<file path="src/rtl/demux_grant_scheduler.sv">
// demux_grant_scheduler: shares a 1-to-4 active-low demux among four
// requesters. Each grant is limited to HOLD_MAX cycles and is followed
// by a one-cycle guard gap.
// Ports: iClk, iRst_n (async, active-low), iReq[3:0], iC (serial bit),
//        oS1/oS0 (select), oZ0..oZ3 (active-low outputs), oGnt[3:0], oBusy.
// Macro DEMUX_RR_EN: when defined, round-robin arbitration; when
// undefined, fixed priority with channel 0 highest.
module demux_grant_scheduler #(
    parameter int HOLD_MAX = 8,
    parameter int CNT_W    = 8
) (
    input  logic       iClk,
    input  logic       iRst_n,
    input  logic [3:0] iReq,
    input  logic       iC,
    output logic       oS1,
    output logic       oS0,
    output logic       oZ0,
    output logic       oZ1,
    output logic       oZ2,
    output logic       oZ3,
    output logic [3:0] oGnt,
    output logic       oBusy
);

    typedef enum logic [1:0] {
        IDLE  = 2'd0,
        GRANT = 2'd1,
        GAP   = 2'd2
    } state_t;

    localparam logic [CNT_W-1:0] HoldMax = CNT_W'(HOLD_MAX);

    state_t           state;
    state_t           stateNext;
    logic [1:0]       sel;
    logic [1:0]       selNext;
    logic [1:0]       ptr;
    logic [1:0]       winner;
    logic [1:0]       idx;
    logic [CNT_W-1:0] cnt;
    logic [CNT_W-1:0] cntNext;
    logic [3:0]       zVec;

    // Scan from the farthest offset down so the nearest requester
    // at or after ptr wins.
    always_comb begin
        winner = ptr;
        idx    = ptr;
        for (int i = 3; i >= 0; i--) begin
            idx = ptr + 2'(i);
            if (iReq[idx]) begin
                winner = idx;
            end
        end
    end

    always_comb begin
        stateNext = state;
        selNext   = sel;
        cntNext   = cnt;
        unique case (state)
            IDLE: begin
                if (|iReq) begin
                    selNext   = winner;
                    cntNext   = CNT_W'(1);
                    stateNext = GRANT;
                end
            end
            GRANT: begin
                if (!iReq[sel] || cnt == HoldMax) begin
                    stateNext = GAP;
                end else begin
                    cntNext = cnt + 1'b1;
                end
            end
            GAP: begin
                stateNext = IDLE;
            end
            default: begin
                stateNext = IDLE;
            end
        endcase
    end

    always_ff @(posedge iClk or negedge iRst_n) begin
        if (!iRst_n) begin
            state <= IDLE;
            sel   <= 2'd0;
            cnt   <= '0;
        end else begin
            state <= stateNext;
            sel   <= selNext;
            cnt   <= cntNext;
        end
    end

`ifdef DEMUX_RR_EN
    // Rotate priority past the channel that was just served.
    always_ff @(posedge iClk or negedge iRst_n) begin
        if (!iRst_n) begin
            ptr <= 2'd0;
        end else if (state == GAP) begin
            ptr <= sel + 2'd1;
        end
    end
`else
    assign ptr = 2'd0;
`endif

    // Outputs derive from registered state, so an async reset clears
    // the grant and forces the demux outputs high immediately.
    always_comb begin
        zVec = 4'b1111;
        if (state == GRANT) begin
            zVec[sel] = iC;
        end
    end

    assign oGnt  = (state == GRANT) ? (4'b0001 << sel) : 4'b0000;
    assign oBusy = (state != IDLE);
    assign oS1   = sel[1];
    assign oS0   = sel[0];
    assign oZ0   = zVec[0];
    assign oZ1   = zVec[1];
    assign oZ2   = zVec[2];
    assign oZ3   = zVec[3];

endmodule

</file>
<file path="config.mk">
export PLATFORM = sky130hd
export DESIGN_NAME = demux_grant_scheduler
export DESIGN_NICKNAME = d
export VERILOG_FILES = /design/src/rtl/demux_grant_scheduler.sv
export SDC_FILE = /design/constraint.sdc
export NUM_CORES = 1
export LEC_CHECK = 0
export CAP_MARGIN = 10
export CORE_MARGIN = 2
export CORE_UTILIZATION = 51
export CTS_CLUSTER_DIAMETER = 150
export DETAILED_ROUTE_END_ITERATION = 6
export PLACE_DENSITY = 0.89
export SLEW_MARGIN = 20
export SYNTH_ARGS = -nofsm -noshare
export SYNTH_HDL_FRONTEND = slang
export SYNTH_SLANG_ARGS = --single-unit
</file>
<file path="constraint.sdc">
create_clock -name iClk -period 2.7 [get_ports iClk]
set_clock_uncertainty 0.15 [all_clocks]
set_input_delay 0.675 -clock iClk [delete_from_list [all_inputs] [get_ports iClk]]
set_output_delay 0.675 -clock iClk [all_outputs]
set_load 0.01 [all_outputs]
</file>
=== Yosys cells after proc, flatten, opt, wreduce, memory -nomap -nowiden ===
Index checks and enable logic that the tools add are counted.
Widths: inputs -> output; s select.

* $add $sub $neg: 1
* Multiply operators: 0
* Div/mod/pow operators: 0
* Magnitude comparators: 2
* Equal/unequal tests: 5
* Shift-type cells: 1
* Muxes and demuxes: 16
* Bitwise gates (word level): 2
* Reduce and logical (&&, ||, !) cells: 10

{| class="wikitable"
|+ Operators with widths
! operator !! count
|-
| $mux 8 || 2
|-
| $pmux 8 s2 || 1
|-
| $mux 2 || 6
|-
| $add 8x1->8 const B || 1
|-
| $eq 8x4->1 const B || 1
|-
| $mux 4 || 2
|-
| $ne 2x2->1 const B || 3
|-
| $not 4->4 || 1
|-
| $or 4x4->4 || 1
|-
| $pmux 2 s2 || 1
|-
| $reduce_and 2->1 || 2
|-
| $reduce_bool 2->1 || 2
|-
| $reduce_or 4->1 || 1
|-
| $shl 1x2->4 const A || 1
|-
| $lt 2x3->1 const B || 1
|-
| $reduce_and 3->1 || 1
|-
| $bmux 1 s2 || 1
|-
| $demux 1 s2 || 1
|-
| $eq 2x1->1 const B || 1
|-
| $ge 2x1->1 const B || 1
|-
| $logic_not 2->1 || 1
|-
| $mux 1 || 2
|-
| $logic_and 1x1->1 || 1
|-
| $logic_not 1->1 || 1
|-
| $logic_or 1x1->1 || 1
|}

* Bits in registers: 12
* Latch bits: 0
* Bits in writable memories: 0
* ROM bits: 0
* Input port bits: 7
* Output and inout bits: 11
* Word-level logic and storage cells: 40
* Memories kept: 0

=== Longest topological paths before layout ===
Gate-level depths: netlist of the first run.

* Depth after elaboration: 7
* Gate-level depth with buffers: 7
* Gate-level depth less buffers: 7

=== Worst setup path after synthesis of the first run ===
No wires, ideal clock.

* Path kind: input-to-reg
* From: in iReq[3]
* To: reg cnt[4]
* Setup time: 130 ps
* Arrival: 1546 ps
* Required time: 2420 ps
* Path slack: 874 ps
* Cell stages on the path: 5
* Buffers on the path: 0
* Cells stage by stage: mux2i_1 a22o_1 or3_4 inv_1 a31oi_1

* Cells in the longest elaborated chain, start to end: 6
* Elaborated cells on any way between the ends: 8
* Those cells by class: eq/ne: 2; mux: 2; reduce/logical: 4

{| class="wikitable"
|+ Ends and longest elaborated chain
! element !! RTL line !! source
|-
| start: declaration || 14 || <nowiki>input logic [3:0] iReq,</nowiki>
|-
| $bmux 1 s2 || 71 || <nowiki>if (!iReq[sel] || cnt == HoldMax) begin</nowiki>
|-
| $mux 1 (not written as such) || 71 ||
|-
| $logic_not 1->1 || 71 ||
|-
| $logic_or 1x1->1 || 71 ||
|-
| $ne 2x2->1 (no line) || - ||
|-
| $reduce_and 3->1 (no line) (*) || - ||
|-
| end signal: assignment || 94 || <nowiki>cnt <= cntNext;</nowiki>
|-
| end: declaration || 41 || <nowiki>logic [CNT_W-1:0] cnt;</nowiki>
|}

Every way passes the cells marked *; elsewhere a longest branch is shown, timed or not. The select of a mux whose other input is x is not followed.
A chain may end at the register's enable or synchronous reset.

=== Worst setup path in the final report of the first run ===
* From: in iC
* To: out oZ0

* Cells in the longest elaborated chain, start to end: 2

{| class="wikitable"
|+ Ends and longest elaborated chain
! element !! RTL line !! source
|-
| start: declaration || 15 || <nowiki>input logic iC,</nowiki>
|-
| $or 4x4->4 (no line) || - ||
|-
| $mux 4 || 115 || <nowiki>if (state == GRANT) begin</nowiki>
|-
| end: declaration || 18 || <nowiki>output logic oZ0,</nowiki>
|}

No other way between the ends.

==> impl_metrics.json, run 1 <==
{
  "crit_buf_inv": 2,
  "grt_pass1_wl_um": 2900,
  "root_buffer": "clkbuf_4",
  "setup_viol": 0,
  "grt_setup_unrepaired": "no",
  "synth_area_leaders": "dfrtp_1, mux2i_1, nor2_1, nand2_1, ha_1",
  "start_util_pct": 52.8,
  "syn_area_sq_um": 768,
  "place_hpwl_um": 1250,
  "firstDrtPassIters": 4,
  "gr-usage-all-layers_pct": 20.6,
  "ff2ff_path_depth": 7,
  "clock-sinks": 12,
  "yosys_warnings": 0,
  "async_flop_share_pct": 100,
  "drv_slew": 0,
  "yosys.cell_types.count": 36,
  "crit_fanout": 2,
  "portBuffers": 17,
  "grt_max_degree": 13,
  "clkTransAtPathRegs_ns": 0.07,
  "max-vdd-ir-drop_v": 0.000643,
  "whs_endpoint": "cnt[7]$_DFFE_PN0P_",
  "critPathKind": "in -> out",
  "num_vias": 702,
  "setup_tns_ns": 0,
  "syn_nets": 96,
  "syn-mean-instance-area_sq_um": 8.83,
  "hold_path_class": "reg -> reg",
  "multiInputGateArea_sq_um": 439,
  "ys.flop_type": "dfrtp_1",
  "cp-start-kind": "input pin",
  "preCtsSetupSlack_ns": 0.0517,
  "tritoncts": "built",
  "fillCellCount": 118,
  "crit_chain": "clkdlybuf4s50_1 > nor2_1 > nand2_1 > clkdlybuf4s50_1",
  "rows": 14,
  "max_freq_mhz": 379,
  "whs_path_depth": 1,
  "gp_congestion": 0.899,
  "post_dp_cell_area_sq_um": 947,
  "synth-seq-cells": 12,
  "routed_via_density": 5.80,
  "status": "finished, final reports clean",
  "r2r_slack_ns": 0.71,
  "hold_viol": 0,
  "p_leak_nw": 0.437,
  "ys_seq_area_share_pct": 39.1,
  "cts_inserted_buffers": 3,
  "seq_area_sq_um": 300,
  "insertion_delay_ns": 0.26,
  "synthCells": 87,
  "worst_pin_slew_ns": 0.520,
  "max_slew_margin_pct": 65.2,
  "reg2reg_to": "cnt[4]$_DFFE_PN0P_",
  "crit_family": "buffers and inverters",
  "critPathCaptureType": "primary output",
  "drive_gt1_share_pct": 6.67,
  "antenna_found_initial": 0,
  "synth_most_common_cell": "dfrtp_1",
  "htree_levels": 1,
  "crit_arrival_ns": 1.82,
  "reg2reg_from": "cnt[0]$_DFFE_PN0P_",
  "final_cell_area_sq_um": 975,
  "num_antenna_cells": 0,
  "io_pins": 18,
  "drt_iter0_drc": 26,
  "syn_to_final_growth_pct": 26.9,
  "cpPeakStageDelay_ns": 0.53,
  "synth_edf_count": 0,
  "postLayoutSetupSlackWorst_ns": 0.0581,
  "period_minus_slack_ns": 2.64,
  "wire_per_inst_um": 13.6,
  "cap_violations": 0,
  "grt_overflow": 0,
  "die_area_sq_um": 1830,
  "first_global_vias": 704,
  "synth_top_area_share_pct": 39.1,
  "yosys-top-cells-count": "dfrtp_1, nor2_1, nand2_1",
  "cp_common_cell": "clkdlybuf4s50_1",
  "antenna_left": 0,
  "fp.dieH_um": 42.8,
  "fp.dieW_um": 42.8,
  "hp-start": "cnt[7]$_DFFE_PN0P_",
  "period_share_pct": 97.8,
  "cp_slowest_cell": "clkdlybuf4s50_1",
  "synth_top_cell_by_area": "dfrtp_1",
  "clockBufferDepth": 2,
  "coreArea_sq_um": 1450,
  "layout.nets": 116,
  "drcViolationCount": 0,
  "power_density_nw_per_um2": 994,
  "cp.required_ns": 1.88,
  "drt-total-wl_um": 1640
}
-- worst max-delay path by stage --
| stage | from | cells after the start | endpoint |
|---|---|---|---|
| after floorplan | iReq[3] | 5 | cnt[4]$_DFFE_PN0P_ |
| after global placement | iC | 4 | oZ0 |
| after detailed placement | iC | 4 | oZ0 |
| after CTS | iC | 4 | oZ0 |
| after global routing | iC | 4 | oZ0 |
| final | iC | 4 | oZ0 |
-- what timing repair did --
item                                    4_1_cts  5_1_grt
gates resized for setup                       1        0
endpoints found under the setup margin        1        0
hold buffers                                  0        0
endpoints found under the hold margin         0        0
setup buffers                                 0        0
-- stage by stage --
step / utilization (%) / hold slack, ns / instances / power, mW
final: 67.0 / 0.355 / 121 / 0.969
after global routing: 67.0 / 0.399 / 121 / 1.06
after CTS: 67.0 / 0.357 / 121 / 0.975
after detailed placement: 65.1 / 0.345 / 118 / 0.861
after global placement: 65.1 / 0.331 / 118 / 0.840
after floorplan: - / 0.229 / 87 / 0.662
-- area by class of cell --
| type | instances | share of cell area, % |
|---|---|---|
| multi-input combinational | 67 | 45.1 |
| sequential | 12 | 30.8 |
| timing repair buffer | 17 | 17.5 |
| clock buffer | 3 | 2.31 |
| inverter | 6 | 2.31 |
| tap | 16 | 2.05 |
-- power breakdown --
group	internal (mW)	switching, mW
logic	0.280	0.251
clock network	0.0515	0.0509
registers	0.239	0.0966
total	0.570	0.399
-- per-layer routing --
metal  up-vias  wire length [um]  track usage [%]
li1        356                 -                -
met1       314               721             27.3
met2        28               800             33.9
met3         4                93             1.28
met4         0                25             10.0
met5         -                 0                0
-- worst register-to-register path, stage by stage, from the launching register on --
cell and delay (ns):
dfrtp_1 0.38, inv_1 0.08, ha_1 0.21, nor4bb_1 0.15, and3_1 0.20, or3_4 0.41
inv_1 0.16, a31oi_1 0.11
-- cell usage in the layout, fill, tap and decap left out, types with 3 or more instances in the layout --
master	instances
dfrtp_1	12
inv_1	6
and2_1	3
o21ai_0	3
clkbuf_4	3
a31oi_1	3
mux2i_1	4
nor2_1	10
clkdlybuf4s50_1	17
nand2_1	7
-- sequential cells by signal, indices dropped and copies added, names as in the netlist --
| name | cells |
|---|---|
| state | 2 |
| cnt | 8 |
| sel | 2 |
-- cell families (layout without fill, tap and decap cells) --
group | after synthesis | in the layout | synth area share (%)
multiplexers | 4 | 4 | 5.21
adder cells (fa/ha/maj) | 2 | 2 | 3.26
AO/OA/AOI/OAI | 21 | 21 | 19.4
flip-flops | 12 | 12 | 39.1
AND/OR/NAND/NOR | 40 | 40 | 28.7
buffers and inverters | 8 | 26 | 4.40
(Power assumes the default switching activity.)
==> run 2: changes to the inputs <==
--- a/config.mk
+++ b/config.mk
@@ -7,10 +7,9 @@
 export LEC_CHECK = 0
 export CAP_MARGIN = 10
 export CORE_MARGIN = 2
-export CORE_UTILIZATION = 51
-export CTS_CLUSTER_DIAMETER = 150
+export CORE_UTILIZATION = 48
 export DETAILED_ROUTE_END_ITERATION = 6
-export PLACE_DENSITY = 0.89
+export PLACE_DENSITY = 0.85
 export SLEW_MARGIN = 20
 export SYNTH_ARGS = -nofsm -noshare
 export SYNTH_HDL_FRONTEND = slang
==> constraint.sdc (replaced) <==
create_clock -name iClk -period 2.6 [get_ports iClk]
set_clock_uncertainty 0.15 [all_clocks]
set_input_delay 0.65 -clock iClk [delete_from_list [all_inputs] [get_ports iClk]]
set_output_delay 0.65 -clock iClk [all_outputs]
set_load 0.01 [all_outputs]
==> impl_metrics.json, run 2 (same netlist as run 1, synthesis figures left out) <==
{
  "die_area_sq_um": 1940,
  "largest_reg_flops": 8,
  "startpoint": "state[1]$_DFFE_PN0P_",
  "drt-total-wl_um": 1690,
  "max_freq_mhz": 400,
  "htree_levels": 1,
  "layout.nets": 116,
  "r2r_slack_ns": 0.63,
  "cts_inserted_buffers": 3,
  "setup_viol": 0,
  "antenna_left": 0,
  "cp-start-kind": "register",
  "setup_tns_ns": 0,
  "post_dp_cell_area_sq_um": 947,
  "root_buffer": "clkbuf_4",
  "max_slew_margin_pct": 63.5,
  "clkTransAtPathRegs_ns": 0.07,
  "final_cell_area_sq_um": 992,
  "wire_per_inst_um": 14.0,
  "grt_overflow": 0,
  "crit_family": "buffers and inverters",
  "postLayoutSetupSlackWorst_ns": 0.103,
  "crit_chain": "nor3b_2 > and2_1 > clkdlybuf4s50_1",
  "num_vias": 733,
  "gr-usage-all-layers_pct": 18.9,
  "fp.dieH_um": 44.0,
  "crit_cells": 3,
  "p_leak_nw": 0.455,
  "cpPeakStageDelay_ns": 0.53,
  "period_share_pct": 96.0,
  "fillCellCount": 128,
  "grt_setup_unrepaired": "no",
  "first_global_vias": 694,
  "drv_slew": 0,
  "routed_via_density": 6.06,
  "cp.required_ns": 1.80,
  "io_pins": 18,
  "place_hpwl_um": 1280,
  "top_regs": "cnt: 8 flops, sel: 2 flops, state: 2 flops",
  "power_density_nw_per_um2": 1020,
  "worst_pin_slew_ns": 0.548,
  "power.total_mw": 1.01,
  "fp.dieW_um": 44.0,
  "drcViolationCount": 0,
  "whs_path_depth": 1,
  "crit_arrival_ns": 1.70,
  "fin_util_pct": 65.9,
  "antenna_found_initial": 0,
  "num_antenna_cells": 0,
  "reg2reg_to": "cnt[5]$_DFFE_PN0P_",
  "max-vdd-ir-drop_v": 0.000580,
  "clockBufferDepth": 2,
  "status": "finished, final reports clean",
  "crit_fanout": 8,
  "clock-sinks": 12,
  "grt_pass1_wl_um": 2710,
  "cp-endpoint": "oGnt[1]",
  "preCtsSetupSlack_ns": 0.0175,
  "hold_path_class": "reg -> reg",
  "drt_iter0_drc": 12,
  "insertion_delay_ns": 0.28,
  "cap_violations": 0,
  "crit_buf_inv": 1,
  "coreArea_sq_um": 1510,
  "firstDrtPassIters": 4,
  "start_util_pct": 51.0,
  "critPathKind": "reg -> out",
  "reg2reg_from": "cnt[0]$_DFFE_PN0P_",
  "cp_slowest_cell": "clkdlybuf4s50_1",
  "grt_max_degree": 13,
  "largest_register": "cnt",
  "layout_commonest_cell": "clkdlybuf4s50_1",
  "final_cell_mix": "clkdlybuf4s50_1, nor2_1, dfrtp_1",
  "syn_to_final_growth_pct": 29.2,
  "cts_setup_buffers": 0,
  "rows": 14,
  "critPathCaptureType": "primary output",
  "drive_gt1_share_pct": 9.52,
  "hold_viol": 0,
  "portBuffers": 17,
  "ff2ff_path_depth": 7,
  "period_minus_slack_ns": 2.50,
  "gp_congestion": 0.893,
  "tritoncts": "built"
}
-- run 2: worst min path at each step --
stage                       start            endpoint  slack (ns)
2_1_floorplan              iRst_n  cnt[0]$_DFFE_PN0P_        0.20
3_3_place_gp   cnt[7]$_DFFE_PN0P_  cnt[7]$_DFFE_PN0P_        0.32
3_5_place_dp   cnt[7]$_DFFE_PN0P_  cnt[7]$_DFFE_PN0P_        0.32
4_1_cts        cnt[7]$_DFFE_PN0P_  cnt[7]$_DFFE_PN0P_        0.33
5_1_grt        cnt[7]$_DFFE_PN0P_  cnt[7]$_DFFE_PN0P_        0.34
6_report       cnt[7]$_DFFE_PN0P_  cnt[7]$_DFFE_PN0P_        0.32
-- run 2: final cells by class --
class,instances,area (sq um),share of cell area [%]
Tap cell,16,20.0,2.02
Clock buffer,3,22.5,2.27
Timing Repair Buffer,17,183,18.4
Sequential cell,12,303,30.5
Inverter,6,22.5,2.27
Multi-Input combinational cell,67,442,44.5
-- run 2: metal layers --
layer | GRT usage [%] | routed length, um
met4 | 13.9 | 34
met3 | 2.92 | 116
met5 | 0 | 0
met1 | 20.9 | 693
met2 | 32.4 | 848
-- run 2: repair_timing --
item	4_1_cts	5_1_grt
pin swaps	0	0
hold buffers	0	0
setup endpoints to repair	1	6
gates resized for setup	1	8
-- run 2: power breakdown --
group	leakage [nW]	switching, mW	internal (mW)
combinational	0.289	0.251	0.286
clock	0.0138	0.0595	0.0538
sequential	0.152	0.109	0.251
-- run 2: worst register-to-register path, stage by stage, from the launching register on --
cell      delay (ns)
dfrtp_1         0.40
inv_1           0.08
ha_1            0.20
nor4bb_1        0.15
and3_1          0.19
or3_4           0.42
inv_1           0.15
a31oi_1         0.11
-- run 2: through the flow --
| step | hold WS (ns) | cells |
|---|---|---|
| after global routing | 0.344 | 121 |
| after global placement | 0.321 | 118 |
| after CTS | 0.328 | 121 |
| final | 0.325 | 121 |
| after detailed placement | 0.322 | 118 |
| after floorplan | 0.204 | 87 |
